[src/rtl/uart_tx_arbiter.sv]
// ----------------------------------------------------------------------------
// uart_tx_arbiter
//
// Shares one UART transmitter between two byte sources. Requester 0 is the
// core's output path and requester 1 is a debug/boot monitor. In IDLE one
// pending byte is accepted and captured. The transmitter is then driven
// through start -> busy -> done. A watchdog aborts the frame if the
// transmitter never raises tx_busy after tx_start.
//
// Build option:
//   UART_ARB_RR_EN  defined   : round-robin tie break. The requester not
//                               granted last wins a tie.
//   UART_ARB_RR_EN  undefined : fixed priority. Requester 0 wins every tie.
//
// Parameters:
//   BUSY_TIMEOUT  cycles to wait in WAIT_BUSY for tx_busy (legal 1..255)
//
// Ports:
//   clk          system clock, rising edge
//   rst          asynchronous active-high reset
//   valid0/1     requester has a byte
//   data0/1      requester byte
//   ready0/1     byte accepted this cycle (combinational, IDLE only)
//   tx_start     one-cycle start pulse to the transmitter (registered)
//   tx_data      byte in flight, held from tx_start until back in IDLE
//   tx_busy      transmitter is shifting a frame
//   grant        index of the requester owning the byte in flight
//   busy         high whenever the arbiter is not in IDLE
//   err_timeout  one-cycle pulse when the busy watchdog aborts a frame
// ----------------------------------------------------------------------------
module uart_tx_arbiter #(
    parameter int unsigned BUSY_TIMEOUT = 15
) (
    input  logic       clk,
    input  logic       rst,
    input  logic       valid0,
    input  logic [7:0] data0,
    output logic       ready0,
    input  logic       valid1,
    input  logic [7:0] data1,
    output logic       ready1,
    output logic       tx_start,
    output logic [7:0] tx_data,
    input  logic       tx_busy,
    output logic       grant,
    output logic       busy,
    output logic       err_timeout
);

    localparam int unsigned DATA_W = 8;
    localparam int unsigned CNT_W  = 8;
    localparam logic [CNT_W-1:0] TIMEOUT_CNT = CNT_W'(BUSY_TIMEOUT);

    typedef enum logic [1:0] {
        ST_IDLE      = 2'd0,
        ST_START     = 2'd1,
        ST_WAIT_BUSY = 2'd2,
        ST_WAIT_DONE = 2'd3
    } state_e;

    state_e             state_q, state_d;
    logic [CNT_W-1:0]   cnt_q, cnt_d;
    logic [CNT_W-1:0]   cnt_inc;
    logic [DATA_W-1:0]  tx_data_q, tx_data_d;
    logic               grant_q, grant_d;
    logic               tx_start_q;
    logic               busy_q;
    logic               win1;
    logic               idle_ok;
    logic               accept;
    logic               err_timeout_d;

    // Arbitration: win1 selects requester 1 as the winner of this cycle.
`ifdef UART_ARB_RR_EN
    logic last_grant_q, last_grant_d;

    // On a tie the requester not granted last wins; otherwise whoever asks.
    always_comb begin
        win1 = valid1;
        if (valid0 && valid1) begin
            win1 = ~last_grant_q;
        end
    end

    // Updated on every accept, including frames later aborted by timeout.
    always_comb begin
        last_grant_d = last_grant_q;
        if (accept) begin
            last_grant_d = win1;
        end
    end

    // Reset value 1 makes requester 0 win the first tie.
    always_ff @(posedge clk or posedge rst) begin
        if (rst) begin
            last_grant_q <= 1'b1;
        end else begin
            last_grant_q <= last_grant_d;
        end
    end
`else
    // Fixed priority: requester 1 only wins when requester 0 is idle.
    always_comb begin
        win1 = valid1 & ~valid0;
    end
`endif

    // Ready is combinational so the winner is accepted in the same IDLE cycle.
    // It is gated by rst so both readies show their reset value during reset.
    assign idle_ok = (state_q == ST_IDLE) && !rst;
    assign ready0  = idle_ok & valid0 & ~win1;
    assign ready1  = idle_ok & valid1 & win1;
    assign accept  = ready0 | ready1;

    assign cnt_inc = cnt_q + CNT_W'(1);

    // Next-state and datapath logic.
    always_comb begin
        state_d       = state_q;
        cnt_d         = cnt_q;
        tx_data_d     = tx_data_q;
        grant_d       = grant_q;
        err_timeout_d = 1'b0;

        case (state_q)
            ST_IDLE: begin
                if (accept) begin
                    tx_data_d = win1 ? data1 : data0;
                    grant_d   = win1;
                    state_d   = ST_START;
                end
            end

            ST_START: begin
                cnt_d   = '0;
                state_d = ST_WAIT_BUSY;
            end

            ST_WAIT_BUSY: begin
                if (tx_busy) begin
                    state_d = ST_WAIT_DONE;
                end else begin
                    // Counter saturates at the limit because the frame aborts there.
                    cnt_d = cnt_inc;
                    if (cnt_inc == TIMEOUT_CNT) begin
                        err_timeout_d = 1'b1;
                        state_d       = ST_IDLE;
                    end
                end
            end

            ST_WAIT_DONE: begin
                if (!tx_busy) begin
                    state_d = ST_IDLE;
                end
            end

            default: begin
                state_d = ST_IDLE;
            end
        endcase
    end

    // State and output registers.
    always_ff @(posedge clk or posedge rst) begin
        if (rst) begin
            state_q    <= ST_IDLE;
            cnt_q      <= '0;
            tx_data_q  <= '0;
            grant_q    <= 1'b0;
            tx_start_q <= 1'b0;
            busy_q     <= 1'b0;
        end else begin
            state_q    <= state_d;
            cnt_q      <= cnt_d;
            tx_data_q  <= tx_data_d;
            grant_q    <= grant_d;
            tx_start_q <= (state_d == ST_START);
            busy_q     <= (state_d != ST_IDLE);
        end
    end

    assign tx_start = tx_start_q;
    assign tx_data  = tx_data_q;
    assign grant    = grant_q;
    assign busy     = busy_q;

    // Abort pulse is only known in the cycle tx_busy is still seen low at the
    // limit. A busy arriving in that same cycle must still win, so this
    // output is decoded from the current state and count rather than registered.
    assign err_timeout = err_timeout_d;

endmodule

[config.mk]
export PLATFORM = sky130hd
export DESIGN_NAME = uart_tx_arbiter
export DESIGN_NICKNAME = d
export VERILOG_FILES = /design/src/rtl/uart_tx_arbiter.sv
export SDC_FILE = /design/constraint.sdc
export NUM_CORES = 1
export LEC_CHECK = 0
export CORE_MARGIN = 2
export CORE_UTILIZATION = 30
export CTS_CLUSTER_SIZE = 8
export DETAILED_ROUTE_END_ITERATION = 12
export GPL_TIMING_DRIVEN = 0
export PLACE_DENSITY = 0.51
export SETUP_SLACK_MARGIN = 0.3
export SYNTH_ARGS = -nofsm -noshare
export SYNTH_HDL_FRONTEND = slang
export SYNTH_SLANG_ARGS = --single-unit
[constraint.sdc]
create_clock -name clk -period 2.34 [get_ports clk]
set_clock_uncertainty 0.05 [all_clocks]
set_input_delay 0.702 -clock clk [delete_from_list [all_inputs] [get_ports clk]]
set_output_delay 0.702 -clock clk [all_outputs]
set_load 0.01 [all_outputs]
==> flow_metrics.env, run 1 <==
export IMPL_outcome="completed"
export IMPL_synth_seq_cells=21
export IMPL_rsz0062_at_grt="yes"
export IMPL_vias=1168
export IMPL_final_common_cell="clkdlybuf4s50_1"
export IMPL_synth_top_family_by_area="simple AND/OR/NAND/NOR gates"
export IMPL_synth_compound_area_frac=0.131
export IMPL_holdWs_ns=0.459
export IMPL_min_path_type="flop to flop"
export IMPL_numClockSinks=21
export IMPL_ys_seq_area_frac=0.400
export IMPL_initial_utilization=0.306
export IMPL_layout_drive_gt1_share=0.417
export IMPL_clk_latency_ns=0.26
export IMPL_clkPwrFrac=0.134
export IMPL_dieArea_sq_um=4920
export IMPL_htree_num_levels=1
export IMPL_vias_per_cell=5.15
export IMPL_firstDrtPassIters=4
export IMPL_share_comb_of_total_power=0.541
export IMPL_setup_violations=0
export IMPL_p_sw_uw=647
export IMPL_grt_start_max_net_pins=22
export IMPL_synth_cells=117
export IMPL_path_common_cell="buf_6"
export IMPL_placed_cells=203
export IMPL_synthSimpleGateAreaFrac=0.193
export IMPL_synthToLayoutAreaGrowth_pct=54.5
export IMPL_path_class="input port to primary output"
export IMPL_clk_pin_slew_ns=0.08
export IMPL_cts_hold_buf=0
export IMPL_design_power_total_uw=1840
export IMPL_synth_xor_area_share=0.0133
export IMPL_final_util=0.472
export IMPL_synth_area_sq_um=1310
export IMPL_min_period_ns=2.27
export IMPL_final_cell_mix="clkdlybuf4s50_1 (27), buf_4 (23), dfrtp_1 (19)"
export IMPL_root_buffer="clkbuf_8"
export IMPL_route_detailed_drc=0
export IMPL_grt_pass1_wl_um=5730
export IMPL_grt_util_all_layers=0.145
export IMPL_place_gp_congestion=0.768
export IMPL_drt_total_wl_um=3500
export IMPL_fin_crit_sh=0.968
export IMPL_tns_ns=0
export IMPL_p_int_uw=1190
export IMPL_num_antenna_cells=0
export IMPL_arrival_ns=1.51
export IMPL_synth_edf_count=0
export IMPL_drv_slew=0
export IMPL_nets=199
export IMPL_fin_cells=227
export IMPL_crit_slowest_cell="and4bb_2"
export IMPL_cts_tree="yes"
export IMPL_grt_pass1_vias=1165
export IMPL_worstMarginPinSlew_ns=0.811
export IMPL_avgSynthCellArea_sq_um=11.2
export IMPL_slowest_delay_ns=0.32
export IMPL_end_kind="primary output"
export IMPL_critPathMaxFanout=2
export IMPL_maxCapViolations=0
export IMPL_place_hpwl_um=2160
export IMPL_clockBufferDepth=2
export IMPL_synth_cell_types=41
export IMPL_cp_num_buf_inv=3
export IMPL_gr_total_overflow=0
export IMPL_ant_nets=0
export IMPL_slew_headroom=0.459
export IMPL_io_pins=35
export IMPL_power_density_nw_per_um2=905
export IMPL_start_kind="input port"
export IMPL_core_area_sq_um=4290
export IMPL_yosysWarningCount=0
export IMPL_synthArstFlopShare=1.00
export IMPL_wl_per_cell_um=15.4
export IMPL_power_leakage_uw=0.000865
export IMPL_ir_worst_vdd_v=0.000362
export IMPL_numPortBuffers=34
export IMPL_max_freq_mhz=441
export IMPL_fp_row_count=24
export IMPL_finalHoldViolCount=0
export IMPL_die_x_um=70.1
export IMPL_power_frac_seq=0.324
export IMPL_drt_initial_drc_count=41
export IMPL_worstPathRequired_ns=1.59
export IMPL_path_delay_family="simple AND/OR/NAND/NOR gates"
export IMPL_cts_buffers=3
export IMPL_swShare=0.353
export IMPL_synthAdderAreaFrac=0.0191
export IMPL_die_height_um=70.1
export IMPL_antenna_found_initial=0
export IMPL_synth_ff_type="dfrtp_1"
export IMPL_synth_mux_area_frac=0.183
export IMPL_synth_nets=140
export IMPL_cp_cell_sequence="buf_6 > buf_8 > nand4bb_4 > and4bb_2 > buf_6"
==> synth_stat cells, types with 2 or more instances <==
master    count  area, sq um
buf_2         4         20.0
mux2_4       16          240
a21oi_1       8         40.0
inv_1         3         11.3
nor2b_1       2         12.5
buf_4         2         15.0
nor4bb_1      2         20.0
nand4b_1      2         17.5
xnor2_1       2         17.5
o21ai_1       2         10.0
nand2_1       3         11.3
nor2_1        3         11.3
nand2b_1      3         18.8
ha_1          2         25.0
nand3_1       5         25.0
and2_1        2         12.5
buf_6         3         33.8
o21ai_0       6         30.0
o21a_1        2         15.0
o311ai_0      2         17.5
nand4_1       2         12.5
dfrtp_1      21          526
nor3b_1       2         15.0
==> metrics by stage <==
step | area (sq um) | worst slack, ns
CTS | 1920 | 0.0588
global route | 2030 | 0.0204
floorplan | 1320 | 0.282
detailed placement | 1720 | -0.754
global placement | 1720 | -0.742
finish | 2030 | 0.0739
==> per-layer routing <==
| layer | track usage | vias up | part of all wire |
|---|---|---|---|
| met5 | 0 | - | 0 |
| met4 | 0.0385 | 0 | 0.021 |
| met3 | 0.0404 | 8 | 0.056 |
| met2 | 0.237 | 42 | 0.47 |
| met1 | 0.189 | 571 | 0.45 |
| li1 | - | 547 | - |
==> sequential cells by signal, summed over array words and instances, names as in the netlist <==
name and cells:
grant 1, tx_start 1, state_q 2, busy 1, cnt_q 8, tx_data 8
==> timing repair <==
action | 4_1_cts | 5_1_grt
setup endpoints to repair | 11 | 5
setup buffers | 16 | 4
gates cloned | 0 | 0
resized for setup | 45 | 13
pin swaps | 6 | 6
==> logic make-up after synthesis <==
group	count (synthesis)
adders and majority gates	2
DFF	21
muxes	16
xor gates and xnor gates	2
AOI/OAI and AO/OA	27
buffers and inverters	12
and+or+nand+nor	37
==> worst register-to-register path: cells and delay by family, from the launching register on <==
family          cells  cell delay, ns
compound gates      1            0.09
fa+ha+maj           1            0.15
buf+inv             8            0.99
simple gates        2            0.33
flops               1            0.45
==> power groups by stage <==
stage          sequential [uW]  clock, uW  combinational (uW)
6_report                   595        246                 994
5_1_grt                    609        278                1080
3_3_place_gp               594          0                 779
2_1_floorplan              626          0                 439
3_5_place_dp               600          0                 793
4_1_cts                    586        253                 900
==> path summary, 6_finish.rpt <==
| kind | from | end | slack [ns] | depth (start not counted) |
|---|---|---|---|---|
| max reg2reg | cnt_q[0] | busy | 0.17 | 12 |
| max | tx_busy | err_timeout | 0.07 | 5 |
| min | tx_data[6] | tx_data[6] | 0.46 | 1 |
| max in group asynchronous | rst | cnt_q[0] | 1.15 | 2 |
| min in group asynchronous | rst | state_q[0] | 0.54 | 2 |
| min reg2reg | tx_data[6] | tx_data[6] | 0.46 | 1 |
==> final cells by class <==
cell class | count | area [sq um]
fillers | 395 | 2270
multi-input cells | 84 | 800
flip-flops and latches | 21 | 528
repair buffers | 54 | 499
plain buffers | 9 | 78.8
well taps | 52 | 65.1
clock buffers | 3 | 41.3
inverters | 3 | 11.3
clock inverters | 1 | 5.00
Power figures use the tool's default switching activity.
==> run 2, diff against run 1 <==
--- a/config.mk
+++ b/config.mk
@@ -6,11 +6,11 @@
 export NUM_CORES = 1
 export LEC_CHECK = 0
 export CORE_MARGIN = 2
-export CORE_UTILIZATION = 30
+export CORE_UTILIZATION = 48
 export CTS_CLUSTER_SIZE = 8
 export DETAILED_ROUTE_END_ITERATION = 12
 export GPL_TIMING_DRIVEN = 0
-export PLACE_DENSITY = 0.51
+export PLACE_DENSITY_LB_ADDON = 0.05
 export SETUP_SLACK_MARGIN = 0.3
 export SYNTH_ARGS = -nofsm -noshare
 export SYNTH_HDL_FRONTEND = slang
==> run 2 against run 1 <==
Effect of this change:
- critical path depth unchanged
- hold slack improved by 0.020 ns
- register-to-register slack better by 0.42 ns
- fmax decreased by 1.0%
- global-route usage is 7.8 points higher
- sequential share of layout area rose by 1.6 points
- first-iteration DRC count is 9.8% lower
- wire length fell by 4.5%
- count of clock-buffer cells in the layout unchanged
- design area fell by 5.5%
- via count shrank 0.17%
- final cell count shrank 12%
==> flow_metrics.env, run 2 (synthesized netlist as in run 1, its figures left out) <==
export IMPL_slew_headroom=0.455
export IMPL_core_area_sq_um=2540
export IMPL_clk_pin_slew_ns=0.13
export IMPL_numPortBuffers=34
export IMPL_fin_crit_sh=0.978
export IMPL_grt_start_max_net_pins=22
export IMPL_swShare=0.359
export IMPL_nets=193
export IMPL_cts_tree="yes"
export IMPL_end_kind="primary output"
export IMPL_min_period_ns=2.29
export IMPL_fp_row_count=18
export IMPL_tns_ns=0
export IMPL_htree_num_levels=1
export IMPL_cts_hold_buf=0
export IMPL_grt_pass1_vias=1121
export IMPL_r2r_end="tx_data[2]"
export IMPL_power_frac_seq=0.346
export IMPL_ir_worst_vdd_v=0.000696
export IMPL_setup_violations=0
export IMPL_worstMarginPinSlew_ns=0.816
export IMPL_clockBufferDepth=2
export IMPL_place_gp_congestion=0.793
export IMPL_gr_total_overflow=0
export IMPL_rsz0062_at_grt="yes"
export IMPL_r2r_start="state_q[0]"
export IMPL_antenna_found_initial=0
export IMPL_min_path_type="input port to asynchronous set/reset pin"
export IMPL_route_detailed_drc=0
export IMPL_grt_pass1_wl_um=5560
export IMPL_share_comb_of_total_power=0.549
export IMPL_placed_cells=181
export IMPL_placedInstanceArea_sq_um=1690
export IMPL_start_kind="input port"
export IMPL_path_class="input port to primary output"
export IMPL_max_freq_mhz=437
export IMPL_synthToLayoutAreaGrowth_pct=46.0
export IMPL_final_common_cell="clkdlybuf4s50_1"
export IMPL_outcome="completed"
export IMPL_cts_buffers=3
export IMPL_arrival_ns=1.54
export IMPL_root_buffer="clkbuf_4"
export IMPL_p_sw_uw=624
export IMPL_dieArea_sq_um=3170
export IMPL_clk_latency_ns=0.31
export IMPL_layout_drive_gt1_share=0.379
export IMPL_die_height_um=56.3
export IMPL_vias=1166
export IMPL_firstDrtPassIters=4
export IMPL_design_power_total_uw=1740
export IMPL_power_leakage_uw=0.000848
export IMPL_fin_cells=199
export IMPL_drt_total_wl_um=3340
export IMPL_final_cell_mix="clkdlybuf4s50_1 (25), dfrtp_1 (18), mux2_4 (16)"
export IMPL_finalHoldViolCount=0
export IMPL_p_int_uw=1110
export IMPL_worstSetupStartpoint="tx_busy"
export IMPL_num_antenna_cells=0
export IMPL_place_hpwl_um=2130
export IMPL_clkPwrFrac=0.105
export IMPL_grt_util_all_layers=0.223
export IMPL_die_x_um=56.3
export IMPL_critPathMaxFanout=2
export IMPL_worstPathRequired_ns=1.59
export IMPL_fillers=171
export IMPL_io_pins=35
export IMPL_drt_initial_drc_count=37
export IMPL_reg2reg_slack_ns=0.59
export IMPL_numClockSinks=21
export IMPL_vias_per_cell=5.86
export IMPL_initial_utilization=0.516
export IMPL_wl_per_cell_um=16.8
export IMPL_ant_nets=0
export IMPL_final_cell_area_sq_um=1920
export IMPL_drv_slew=0
export IMPL_reg2regPathDepth=7
export IMPL_endpoint="err_timeout"
export IMPL_maxCapViolations=0
export IMPL_power_density_nw_per_um2=906
run 2: final cells by class:
type,instances,area [sq um],area share
Buffer,9,78.8,0.0411
Inverter,3,11.3,0.00587
Clock inverter,1,5.00,0.00261
Tap cell,30,37.5,0.0196
Timing Repair Buffer,48,464,0.242
Clock buffer,3,22.5,0.0117
Sequential cell,21,529,0.276
Multi-Input combinational cell,84,768,0.401
run 2: what timing repair did:
item                                   4_1_cts  5_1_grt
resized for setup                           51        8
pin swaps                                    6        4
setup endpoints to repair                    3        5
buffers inserted                            13        1
endpoints found under the hold margin        0        0
run 2: metal layers:
layer	track usage	routed length [um]
met5	0	0
met2	0.376	1750
met1	0.284	1370
met4	0.0748	68
met3	0.0484	160
run 2: worst min path at each step:
stage | slack [ns] | end | cells past startpoint | start
floorplan | 0.48 | grant | 2 | grant
global placement | 0.44 | grant | 2 | grant
global route | 0.50 | grant | 2 | grant
detailed placement | 0.45 | tx_data[0] | 1 | tx_data[0]
finish | 0.48 | state_q[1] | 2 | rst
CTS | 0.48 | tx_data[4] | 1 | tx_data[4]
run 2: power groups by stage:
| stage | logic [uW] | clock network (uW) | registers (uW) |
|---|---|---|---|
| 3_5_place_dp | 790 | 0 | 602 |
| 6_report | 953 | 182 | 602 |
| 5_1_grt | 1020 | 198 | 621 |
| 3_3_place_gp | 768 | 0 | 595 |
| 4_1_cts | 917 | 187 | 599 |
| 2_1_floorplan | 439 | 0 | 626 |
run 2: worst max-delay path, cell delays in order:
cell and delay (ns):
buf_6 0.10, buf_8 0.11, nand4bb_1 0.21, and4bb_2 0.33, buf_6 0.10
run 2: per-stage QoR:
stage | utilization | hold WS [ns] | worst slack (ns)
2_1_floorplan | - | 0.476 | 0.282
3_3_place_gp | 0.666 | 0.436 | -0.711
3_5_place_dp | 0.666 | 0.448 | -0.736
4_1_cts | 0.742 | 0.483 | 0.0506
5_1_grt | 0.753 | 0.505 | -0.000651
6_report | 0.753 | 0.480 | 0.0510
==> run 3, diff against run 2 <==
--- a/config.mk
+++ b/config.mk
@@ -6,11 +6,13 @@
 export NUM_CORES = 1
 export LEC_CHECK = 0
 export CORE_MARGIN = 2
-export CORE_UTILIZATION = 48
+export CORE_UTILIZATION = 60
 export CTS_CLUSTER_SIZE = 8
 export DETAILED_ROUTE_END_ITERATION = 12
+export DONT_BUFFER_PORTS = 1
 export GPL_TIMING_DRIVEN = 0
 export PLACE_DENSITY_LB_ADDON = 0.05
+export RECOVER_POWER = 25
 export SETUP_SLACK_MARGIN = 0.3
 export SYNTH_ARGS = -nofsm -noshare
 export SYNTH_HDL_FRONTEND = slang
==> run 3 against run 2 <==
Effect of this change:
- hold slack lost 0.13 ns
- non-clock buffer count shrank 40
- via count shrank 18%
- clock power shrank 3%
- first-iteration DRC count shrank 54%
- wire length shrank 18%
- sequential power grew 7.6%
- final cell count shrank 22%
- global-route usage shrank 0.32 points
- sequential cell count is the same
- register-to-register slack gained 0.23 ns
- power shrank 15%
- critical path type is now flop to primary output
==> flow_metrics.env, run 3 (synthesized netlist as in run 1, its figures left out) <==
export IMPL_outcome="completed"
export IMPL_min_path_type="input port to asynchronous set/reset pin"
export IMPL_min_period_ns=2.21
export IMPL_grt_pass1_wl_um=4330
export IMPL_clk_latency_ns=0.31
export IMPL_gr_total_overflow=0
export IMPL_power_density_nw_per_um2=977
export IMPL_io_pins=35
export IMPL_p_int_uw=906
export IMPL_cts_tree="yes"
export IMPL_ir_worst_vdd_v=0.000603
export IMPL_worstPathRequired_ns=1.59
export IMPL_power_frac_seq=0.441
export IMPL_num_antenna_cells=0
export IMPL_wl_per_cell_um=17.6
export IMPL_nets=153
export IMPL_end_kind="primary output"
export IMPL_final_cell_mix="dfrtp_1 (19), mux2_4 (16), buf_4 (9)"
export IMPL_arrival_ns=1.46
export IMPL_cp_cell_sequence="or3_4 > nor2_2 > and4bb_2"
export IMPL_fin_crit_sh=0.944
export IMPL_die_x_um=50.8
export IMPL_max_freq_mhz=453
export IMPL_grt_util_all_layers=0.220
export IMPL_cts_buffers=3
export IMPL_placedInstanceArea_sq_um=1350
export IMPL_htree_num_levels=1
export IMPL_path_class="flop to primary output"
export IMPL_core_area_sq_um=2020
export IMPL_clockBufferDepth=2
export IMPL_firstDrtPassIters=4
export IMPL_clk_pin_slew_ns=0.12
export IMPL_grt_start_max_net_pins=22
export IMPL_finalHoldViolCount=0
export IMPL_route_detailed_drc=0
export IMPL_path_delay_family="simple AND/OR/NAND/NOR gates"
export IMPL_slew_headroom=0.492
export IMPL_grt_pass1_vias=951
export IMPL_vias=960
export IMPL_cp_num_buf_inv=0
export IMPL_place_gp_congestion=0.794
export IMPL_synthToLayoutAreaGrowth_pct=14.5
export IMPL_swShare=0.383
export IMPL_tns_ns=0
export IMPL_crit_slowest_cell="dfrtp_1"
export IMPL_initial_utilization=0.649
export IMPL_final_cell_area_sq_um=1500
export IMPL_numPortBuffers=0
export IMPL_drv_slew=0
export IMPL_antenna_found_initial=0
export IMPL_vias_per_cell=6.15
export IMPL_setup_violations=0
export IMPL_worstMarginPinSlew_ns=0.762
export IMPL_rsz0062_at_grt="yes"
export IMPL_clkPwrFrac=0.120
export IMPL_final_common_cell="dfrtp_1"
export IMPL_ant_nets=0
export IMPL_share_comb_of_total_power=0.438
export IMPL_power_leakage_uw=0.000643
export IMPL_p_sw_uw=562
export IMPL_die_height_um=50.8
export IMPL_dieArea_sq_um=2580
export IMPL_root_buffer="clkbuf_4"
export IMPL_slowest_delay_ns=0.41
export IMPL_start_kind="flop"
export IMPL_drt_initial_drc_count=17
export IMPL_fp_row_count=16
export IMPL_numClockSinks=21
export IMPL_layout_drive_gt1_share=0.388
export IMPL_drt_total_wl_um=2740
export IMPL_fillers=140
export IMPL_place_hpwl_um=1900
export IMPL_critPathMaxFanout=2
export IMPL_maxCapViolations=0
## run 3: stage by stage
stage / power [uW] / std cells / util / hold slack [ns] / worst slack, ns
floorplan: 1070 / 117 / - / 0.476 / 0.282
global placement: 1150 / 144 / 0.668 / 0.502 / 0.247
detailed placement: 1180 / 144 / 0.668 / 0.510 / 0.239
CTS: 1400 / 154 / 0.713 / 0.378 / 0.115
global route: 1570 / 156 / 0.743 / 0.434 / 0.0840
finish: 1470 / 156 / 0.743 / 0.354 / 0.130
## run 3: final cells by class
cell class	count	area, sq um	area share
clock inverter	1	5.00	0.00333
timing repair buffer	8	63.8	0.0425
clock buffer	3	22.5	0.0150
tap	27	33.8	0.0225
buffer	9	78.8	0.0525
inverter	3	11.3	0.00749
sequential	21	528	0.351
multi-input combinational	84	759	0.505
## run 3: repair_timing
| item | 4_1_cts | 5_1_grt |
|---|---|---|
| endpoints found under the setup margin | 1 | 3 |
| hold buffers | 0 | 0 |
| buffers inserted | 6 | 2 |
| resized for setup | 6 | 9 |
| pin swaps | 4 | 3 |
## run 3: power groups by stage
stage	registers (uW)	clock network [uW]	logic, uW
final	648	177	643
after global routing	667	191	711
after CTS	640	180	584
after detailed placement	662	0	515
after global placement	654	0	499
after floorplan	626	0	439
## run 3: per-layer routing
metal | part of all wire | vias up | wire length [um] | track usage
met3 | 0.061 | 4 | 168 | 0.0357
met4 | 0.011 | 0 | 30 | 0.0721
met1 | 0.42 | 457 | 1160 | 0.286
met2 | 0.50 | 39 | 1380 | 0.373
li1 | - | 460 | - | -
met5 | 0 | - | 0 | 0
## run 3: worst reg2reg max path, stage by stage (launching register included)
cell     delay [ns]
dfrtp_2        0.45
buf_6          0.14
buf_4          0.13
and4b_1        0.22
nand4_1        0.09
or3b_1         0.33
## run 3: final timing paths
kind,start,slack (ns),end,cells past startpoint
max,cnt_q[5],0.13,err_timeout,3
min,rst,0.35,state_q[1],1
max reg2reg,cnt_q[1],0.82,cnt_q[7],5
min reg2reg,grant,0.53,grant,2
max in group asynchronous,rst,1.37,cnt_q[1],1
min in group clk,valid1,0.49,grant,2
